--- config.mk ---
export PLATFORM = sky130hd
export DESIGN_NAME = fetch_linebuf_flat
export DESIGN_NICKNAME = d
export VERILOG_FILES = /design/src/rtl/fetch_linebuf_if.sv /design/src/rtl/fetch_linebuf.sv /design/src/flat_wrapper.sv
export SDC_FILE = /design/constraint.sdc
export NUM_CORES = 1
export LEC_CHECK = 0
export CORE_ASPECT_RATIO = 0.7
export CORE_MARGIN = 5
export CORE_UTILIZATION = 34
export DETAILED_ROUTE_END_ITERATION = 10
export PLACE_DENSITY_LB_ADDON = 0.08
export SLEW_MARGIN = 25
export SYNTH_ARGS = -nofsm -noshare
export SYNTH_HDL_FRONTEND = slang
export SYNTH_SLANG_ARGS = --single-unit
--- constraint.sdc ---
create_clock -name clk -period 16.3 [get_ports clk]
set_input_delay 3.26 -clock clk [delete_from_list [all_inputs] [get_ports clk]]
set_output_delay 3.26 -clock clk [all_outputs]
set_load 0.01 [all_outputs]
--- src/rtl/fetch_linebuf_if.sv ---
// Fetch line buffer bus: isram request/response, redirect/steal control and fetch-side line port.
// The slave modport is the buffer itself; the master modport is the surrounding core/SRAM side.
interface fetch_linebuf_if #(
  parameter int unsigned DEPTH = 4
);
  localparam int unsigned CW = $clog2(DEPTH) + 1;

  logic [31:0]   boot_addr;
  logic          redirect;
  logic [31:0]   redirect_pc;
  logic          lr_isram_cs;
  logic          isram_cs;
  logic [28:0]   isram_adr;
  logic [63:0]   instr_fromsram;
  logic          line_valid;
  logic [28:0]   line_adr;
  logic [63:0]   line_data;
  logic          line_pop;
  logic [CW-1:0] buf_count;

  modport slave (
    input  boot_addr, redirect, redirect_pc, lr_isram_cs, instr_fromsram, line_pop,
    output isram_cs, isram_adr, line_valid, line_adr, line_data, buf_count
  );

  modport master (
    output boot_addr, redirect, redirect_pc, lr_isram_cs, instr_fromsram, line_pop,
    input  isram_cs, isram_adr, line_valid, line_adr, line_data, buf_count
  );
endinterface

--- src/rtl/fetch_linebuf.sv ---
// Instruction prefetch line buffer: sequential 64-bit isram line reads queued in a small FIFO.
// Optional same-cycle bypass of an arriving line into an empty FIFO under `FETCH_BYPASS_EN.
module fetch_linebuf #(
  parameter int unsigned DEPTH = 4
) (
  input logic            clk,
  input logic            cpurst,
  fetch_linebuf_if.slave bus
);
  localparam int unsigned PW = $clog2(DEPTH);
  localparam int unsigned CW = PW + 1;
  localparam logic [CW:0] DepthC = (CW + 1)'(DEPTH);

  typedef enum logic [0:0] {StBoot, StRun} state_e;

  state_e        state_q, state_d;
  logic [28:0]   next_adr_q, next_adr_d;
  logic          inflight_q, inflight_d;
  logic [28:0]   inflight_adr_q, inflight_adr_d;
  logic [PW-1:0] wptr_q, wptr_d;
  logic [PW-1:0] rptr_q, rptr_d;
  logic [CW-1:0] count_q, count_d;
  logic [28:0]   fifo_adr_q [DEPTH];
  logic [28:0]   fifo_adr_d [DEPTH];
  logic [63:0]   fifo_data_q [DEPTH];
  logic [63:0]   fifo_data_d [DEPTH];

  logic          issue;
  logic          resp_ok;
  logic          write_en;
  logic          pop_reg;
  logic          fifo_nonempty;
  logic [CW:0]   credit;
`ifdef FETCH_BYPASS_EN
  logic          bypass;
`endif

  // Low address bits select a word within the line and are not needed here.
  logic unused_low_bits;
  assign unused_low_bits = ^{bus.boot_addr[2:0], bus.redirect_pc[2:0]};

  always_comb begin
    fifo_nonempty = (count_q != '0);
    // A redirect in the response cycle kills the line still in flight.
    resp_ok       = inflight_q & ~bus.redirect;
    credit        = {1'b0, count_q} + {{CW{1'b0}}, inflight_q};
    issue         = (state_q == StRun) & ~bus.lr_isram_cs & ~bus.redirect & (credit < DepthC);
    pop_reg       = bus.line_pop & fifo_nonempty;

    bus.isram_cs  = issue;
    bus.isram_adr = next_adr_q;
    bus.buf_count = count_q;

`ifdef FETCH_BYPASS_EN
    bypass         = resp_ok & ~fifo_nonempty;
    write_en       = resp_ok & ~(bypass & bus.line_pop);
    bus.line_valid = fifo_nonempty | bypass;
    bus.line_adr   = bypass ? inflight_adr_q     : fifo_adr_q[rptr_q];
    bus.line_data  = bypass ? bus.instr_fromsram : fifo_data_q[rptr_q];
`else
    write_en       = resp_ok;
    bus.line_valid = fifo_nonempty;
    bus.line_adr   = fifo_adr_q[rptr_q];
    bus.line_data  = fifo_data_q[rptr_q];
`endif
  end

  always_comb begin
    state_d        = StRun;
    next_adr_d     = next_adr_q;
    inflight_d     = issue;
    inflight_adr_d = issue ? next_adr_q : inflight_adr_q;
    wptr_d         = wptr_q;
    rptr_d         = rptr_q;
    count_d        = count_q;
    fifo_adr_d     = fifo_adr_q;
    fifo_data_d    = fifo_data_q;

    if (state_q == StBoot) begin
      next_adr_d = bus.boot_addr[31:3];
    end
    if (bus.redirect) begin
      next_adr_d = bus.redirect_pc[31:3];
    end else if (issue) begin
      next_adr_d = next_adr_q + 29'd1;
    end

    if (bus.redirect) begin
      wptr_d  = '0;
      rptr_d  = '0;
      count_d = '0;
    end else begin
      if (write_en) begin
        fifo_adr_d[wptr_q]  = inflight_adr_q;
        fifo_data_d[wptr_q] = bus.instr_fromsram;
        wptr_d              = wptr_q + PW'(1);
      end
      if (pop_reg) begin
        rptr_d = rptr_q + PW'(1);
      end
      count_d = count_q + CW'(write_en) - CW'(pop_reg);
    end
  end

  always_ff @(posedge clk or posedge cpurst) begin
    if (cpurst) begin
      state_q        <= StBoot;
      next_adr_q     <= '0;
      inflight_q     <= 1'b0;
      inflight_adr_q <= '0;
      wptr_q         <= '0;
      rptr_q         <= '0;
      count_q        <= '0;
      for (int i = 0; i < DEPTH; i++) begin
        fifo_adr_q[i]  <= '0;
        fifo_data_q[i] <= '0;
      end
    end else begin
      state_q        <= state_d;
      next_adr_q     <= next_adr_d;
      inflight_q     <= inflight_d;
      inflight_adr_q <= inflight_adr_d;
      wptr_q         <= wptr_d;
      rptr_q         <= rptr_d;
      count_q        <= count_d;
      fifo_adr_q     <= fifo_adr_d;
      fifo_data_q    <= fifo_data_d;
    end
  end
endmodule

--- src/flat_wrapper.sv ---
// flat-port wrapper written by rule: the top's interface ports become plain ports
module fetch_linebuf_flat 
#(
  parameter int unsigned DEPTH = 4
)
  (clk, cpurst, bus_boot_addr, bus_redirect, bus_redirect_pc, bus_lr_isram_cs, bus_instr_fromsram, bus_line_pop, bus_isram_cs, bus_isram_adr, bus_line_valid, bus_line_adr, bus_line_data, bus_buf_count);
  fetch_linebuf_if #(.DEPTH(DEPTH)) bus_i ();
  input logic clk;
  input logic cpurst;
  input wire logic [$bits(bus_i.boot_addr)-1:0] bus_boot_addr;
  input wire logic [$bits(bus_i.redirect)-1:0] bus_redirect;
  input wire logic [$bits(bus_i.redirect_pc)-1:0] bus_redirect_pc;
  input wire logic [$bits(bus_i.lr_isram_cs)-1:0] bus_lr_isram_cs;
  input wire logic [$bits(bus_i.instr_fromsram)-1:0] bus_instr_fromsram;
  input wire logic [$bits(bus_i.line_pop)-1:0] bus_line_pop;
  output wire logic [$bits(bus_i.isram_cs)-1:0] bus_isram_cs;
  output wire logic [$bits(bus_i.isram_adr)-1:0] bus_isram_adr;
  output wire logic [$bits(bus_i.line_valid)-1:0] bus_line_valid;
  output wire logic [$bits(bus_i.line_adr)-1:0] bus_line_adr;
  output wire logic [$bits(bus_i.line_data)-1:0] bus_line_data;
  output wire logic [$bits(bus_i.buf_count)-1:0] bus_buf_count;
  assign bus_i.boot_addr = bus_boot_addr;
  assign bus_i.redirect = bus_redirect;
  assign bus_i.redirect_pc = bus_redirect_pc;
  assign bus_i.lr_isram_cs = bus_lr_isram_cs;
  assign bus_i.instr_fromsram = bus_instr_fromsram;
  assign bus_i.line_pop = bus_line_pop;
  assign bus_isram_cs = bus_i.isram_cs;
  assign bus_isram_adr = bus_i.isram_adr;
  assign bus_line_valid = bus_i.line_valid;
  assign bus_line_adr = bus_i.line_adr;
  assign bus_line_data = bus_i.line_data;
  assign bus_buf_count = bus_i.buf_count;
  fetch_linebuf #(.DEPTH(DEPTH)) u_core (.clk(clk), .cpurst(cpurst), .bus(bus_i));
endmodule
## Word level (Yosys, flattened, before mapping)

Index checks and enable logic that the tools add are counted.

- Flip-flop bits (word level): 439
- Latch bits: 0
- Bits in writable memories: 0
- Bits in read-only memories: 0
- Bits of input ports: 133
- Output and inout bits: 127
- Logic and storage cells: 60
- Memories kept: 0

- Add/subtract/negate cells: 6
- Multipliers: 0
- Divide/modulo/power cells: 0
- Order comparisons: 4
- Equal/unequal tests: 1
- Shift operators: 0
- Multiplexer cells: 20
- Bitwise logic cells: 9
- Reduce and logical (&&, ||, !) cells: 5

Operators by type and width:

| operator | number |
|---|---|
| bitwise mux 256 bit | 1 |
| two-way mux 64 bit | 3 |
| two-way mux 29 bit | 6 |
| binary-select mux 64 bit (select 2 bit) | 1 |
| demux 64 bit (select 2 bit) | 1 |
| bitwise mux 116 bit | 1 |
| binary-select mux 29 bit (select 2 bit) | 1 |
| demux 29 bit (select 2 bit) | 1 |
| adder 29 x 1 -> 29 bit, second input constant | 1 |
| two-way mux 2 bit | 4 |
| >= comparator 3 bit, second input constant | 2 |
| NOT 2 -> 3 bit | 2 |
| bitwise AND 1 bit | 5 |
| adder 2 x 1 -> 2 bit, second input constant | 2 |
| adder 3 x 1 -> 4 bit | 1 |
| less-than comparator 4 x 3 -> 1 bit, second input constant | 1 |
| nonzero test 2 bit | 2 |
| adder 3 x 1 -> 3 bit | 1 |
| less-than comparator 3 x 1 -> 1 bit, second input constant | 1 |
| two-way mux 3 bit | 1 |
| inequality test 3 bit, second input constant | 1 |
| nonzero test 3 bit | 1 |
| subtractor 3 x 1 -> 3 bit | 1 |
| NOT 1 bit | 2 |
| other kinds (2) | 2 |

## Longest topological paths before layout

- Depth after elaboration: 6
- Depth in mapped cells: 9
- Gate-level depth less buffers: 9

## Worst setup path before layout

Ideal clock, no wire load.

- Kind: in2out
- Start: in bus_lr_isram_cs
- End: out bus_isram_cs
- Arrival: 4.047 ns
- Data required time: 13.040 ns
- Setup slack: 8.993 ns
- Stages on the path: 4
- Path buffers: 2
- Cell sequence: o32ai_2 and2_1 clkbuf_1 buf_2

- Word-level cells in the longest chain between the ends: 4

Ends and longest elaborated chain:

| item | RTL line | text |
|---|---|---|
| start: declaration | flat_wrapper.sv:13 | `input wire logic [$bits(bus_i.lr_isram_cs)-1:0] bus_lr_isram_cs;` |
| NOT 1 bit | fetch_linebuf.sv:47 | `issue = (state_q == StRun) & ~bus.lr_isram_cs & ~bus.redirect & (credit < DepthC);` |
| bitwise AND 1 bit (3 in a row) | fetch_linebuf.sv:47 |  |
| end: declaration | flat_wrapper.sv:16 | `output wire logic [$bits(bus_i.isram_cs)-1:0] bus_isram_cs;` |

Every way passes these cells.

## Worst setup path in the final report

Same ends and word-level chain as after synthesis.

==> qor.yml <==
timing:
  finalCritPeriodShare_pct: 51.9
  layout_min_cycle_time_ns: 8.46
  slew_violations: 0
  worst_pin_slew_ns: 1.04
  finClkSkew_ns: 0.0233
  holdWs_ns: 0.499
  setup_tns_ns: 0
  hold_violations: 0
  setup_viol: 0
  rsz0062_at_grt: "no"
  max-slew-margin-rel_pct: 30.3
  fmax_ghz: 0.118
floorplan:
  rows: 73
  die-area_sq_mm: 0.0622
  die_x_microns: 296
  ios: 260
  die_y_microns: 210
  coreArea_sq_mm: 0.0567
  initial_core_util_pct: 34.3
placed_design:
  place_congestion: 0.763
  dp.final_hpwl_mm: 30.1
  portBuffers: 253
outcome:
  outcome: "finished clean"
global_routing:
  grt_usage_pct: 15.7
  grt_pass1_wl_mm: 76.6
  grt_pass1_vias: 12400
  grt_max_degree: 131
  grt_antenna_before_repair: 1
  overflow: 0
logic_synthesis:
  ys.flop_type: "dfrtp_1"
  synth_edf_count: 0
  synth_cells: 1243
  synth-adder-area-share_pct: 0.617
  synthMuxAreaShare_pct: 34.2
  syn_area_sq_mm: 0.0195
  synthArstFlopShare_pct: 100
  synth_seq_area_share_pct: 56.4
  syn_avg_cell_area_sq_um: 15.7
  synth-simple-area-share_pct: 3.32
  synthXorXnorAreaFrac_pct: 1.17
  synth_cell_type_count: 45
  synth_top_family_by_area: "multiplexers"
  synth_compound_area_share_pct: 2.18
  yosys_warnings: 0
  synth_seq_cells: 439
  syn-num-nets: 1385
route:
  avgViaCountPerCell: 5.07
  vias: 11500
  drtIter0Drc: 498
  ant_nets: 0
  wl_per_cell_microns: 21.6
  route.detailed.drc: 0
  wirelength_mm: 48.9
  first_pass_iters: 5
clock_network:
  cts_tree: "yes"
  clk_pin_slew_ns: 0.05
  clock_path_buffers: 3
  ctsHoldBuffers: 0
  cts-root-buf: "clkbuf_16"
  clkLatencyLatePin_ns: 0.56
  clock-sinks: 439
  cts_resized: 0
  htree_levels: 2
  cts_setup_buffers: 0
  cts_buffers: 47
power_and_ir_drop:
  p_int_mw: 2.66
  p_sw_share_pct: 27.9
  power_density_mw_per_mm2: 151
  pwr-share-seq_pct: 39.5
  ir_drop_mv: 0.105
  p_leak_nw: 11.0
  combPwrFrac_pct: 29.6
  clockPowerShare_pct: 30.8
  p_sw_mw: 1.03
setup_path:
  cp.required_ns: 13.04
  cp.arrival_ns: 5.20
  r2r_setup_slack_ns: 13.27
  worstSetupStartpointType: "input pin"
  crit_path_max_fanout: 30
  end_kind: "output pin"
  crit_type: "input pin to output pin"
min_path:
  min_path_type: "flop to flop"
cells_and_area:
  final_cell_mix: "dfrtp_1, mux2_2, clkdlybuf4s50_1"
  n_antenna_cell: 0
  fill_cells: 5131
  fin_nets: 1622
  layout_commonest_cell: "dfrtp_1"
  syn_to_final_growth_pct: 25.4
  drive_gt1_share_pct: 39.7
flow_run:
  drv_cap: 0
[final timing paths]
check,start,end,cells after the start
min in group asynchronous,cpurst,u_core.fifo_adr_q[63],2
min,u_core.fifo_adr_q[23],u_core.fifo_adr_q[23],1
max reg2reg,u_core.inflight_q,u_core.fifo_adr_q[73],4
min reg2reg,u_core.fifo_adr_q[23],u_core.fifo_adr_q[23],1
max in group asynchronous,cpurst,u_core.fifo_data_q[237],4
max,bus_lr_isram_cs,bus_isram_cs,6
[logic make-up after synthesis]
logic type / after synthesis
compound gates: 58
xor+xnor: 26
fa+ha+maj: 9
buf+inv: 89
flops: 439
mux: 499
other cells: 1
simple gates: 122
[stage by stage]
step	cells	power [mW]	cell area, sq um	util [%]	worst slack, ns
final	2267	3.69	24400	43.0	7.84
after global routing	2267	3.89	24400	43.0	7.78
after CTS	2267	3.77	24400	43.0	7.84
after detailed placement	2181	2.60	22800	40.1	7.84
after global placement	2181	2.58	22800	40.1	7.85
after floorplan	1243	2.04	19500	-	0.810
[routing by layer]
metal | global-route usage (%) | wire, microns | up-vias
met1 | 23.0 | 23200 | 6133
li1 | - | - | 5116
met4 | 3.06 | 722 | 2
met3 | 3.43 | 2290 | 59
met5 | 0 | 20 | -
met2 | 24.5 | 22600 | 189
[layout make-up]
class | count | area [sq um] | area share [%]
clock buffer | 67 | 1330 | 5.46
clock inverter | 19 | 305 | 1.25
inverter | 6 | 30.0 | 0.123
multi-input combinational | 715 | 8120 | 33.3
sequential | 439 | 11000 | 45.0
tap | 750 | 938 | 3.85
timing repair buffer | 271 | 2680 | 11.0
[power groups by stage]
stage | registers [mW] | logic [mW] | clock network (mW)
after floorplan | 1.40 | 0.639 | 0
after global placement | 1.48 | 1.11 | 0
after detailed placement | 1.48 | 1.12 | 0
after CTS | 1.46 | 1.12 | 1.18
after global routing | 1.49 | 1.18 | 1.22
final | 1.46 | 1.09 | 1.14
[worst max-delay path, stage by stage]
cell and delay, ns:
clkdlybuf4s50_1 0.46, nand3b_1 0.22, o32ai_4 0.11, buf_4 0.37, and2_2 0.22, clkdlybuf4s50_1 0.54
[cells in the mapped netlist, types with 2 or more instances]
master	number	area, sq um
or3_1	2	12.5
nor3_1	3	15.0
inv_1	6	22.5
nand3b_1	5	37.5
mux2i_1	5	50.1
nand2b_1	6	37.5
xor2_1	18	158
ha_1	8	100
buf_4	2	15.0
mux4_2	93	2090
a211o_1	8	70.1
nor2b_1	5	31.3
a221o_1	5	50.1
a31oi_1	2	12.5
buf_2	44	220
a21oi_1	6	30.0
a22oi_1	17	128
nand4_1	16	100
mux2_2	401	4520
and3_1	2	12.5
clkbuf_1	27	101
xnor2_1	8	70.1
and2_1	3	18.8
a211oi_1	3	22.5
nor2_1	33	124
nor4_1	2	12.5
buf_1	10	37.5
o21ai_0	12	60.1
nand2_1	28	105
dfrtp_1	439	11000
nand3_1	10	50.1
[registers in the layout (all words and copies together) (netlist names), 2 cells and up]
| signal | count |
|---|---|
| u_core.bus.buf_count | 3 |
| u_core.bus.isram_adr | 29 |
| u_core.fifo_adr_q | 116 |
| u_core.fifo_data_q | 256 |
| u_core.inflight_adr_q | 29 |
| u_core.rptr_q | 2 |
| u_core.wptr_q | 2 |
Note: power is estimated with default switching activity, not from simulation.
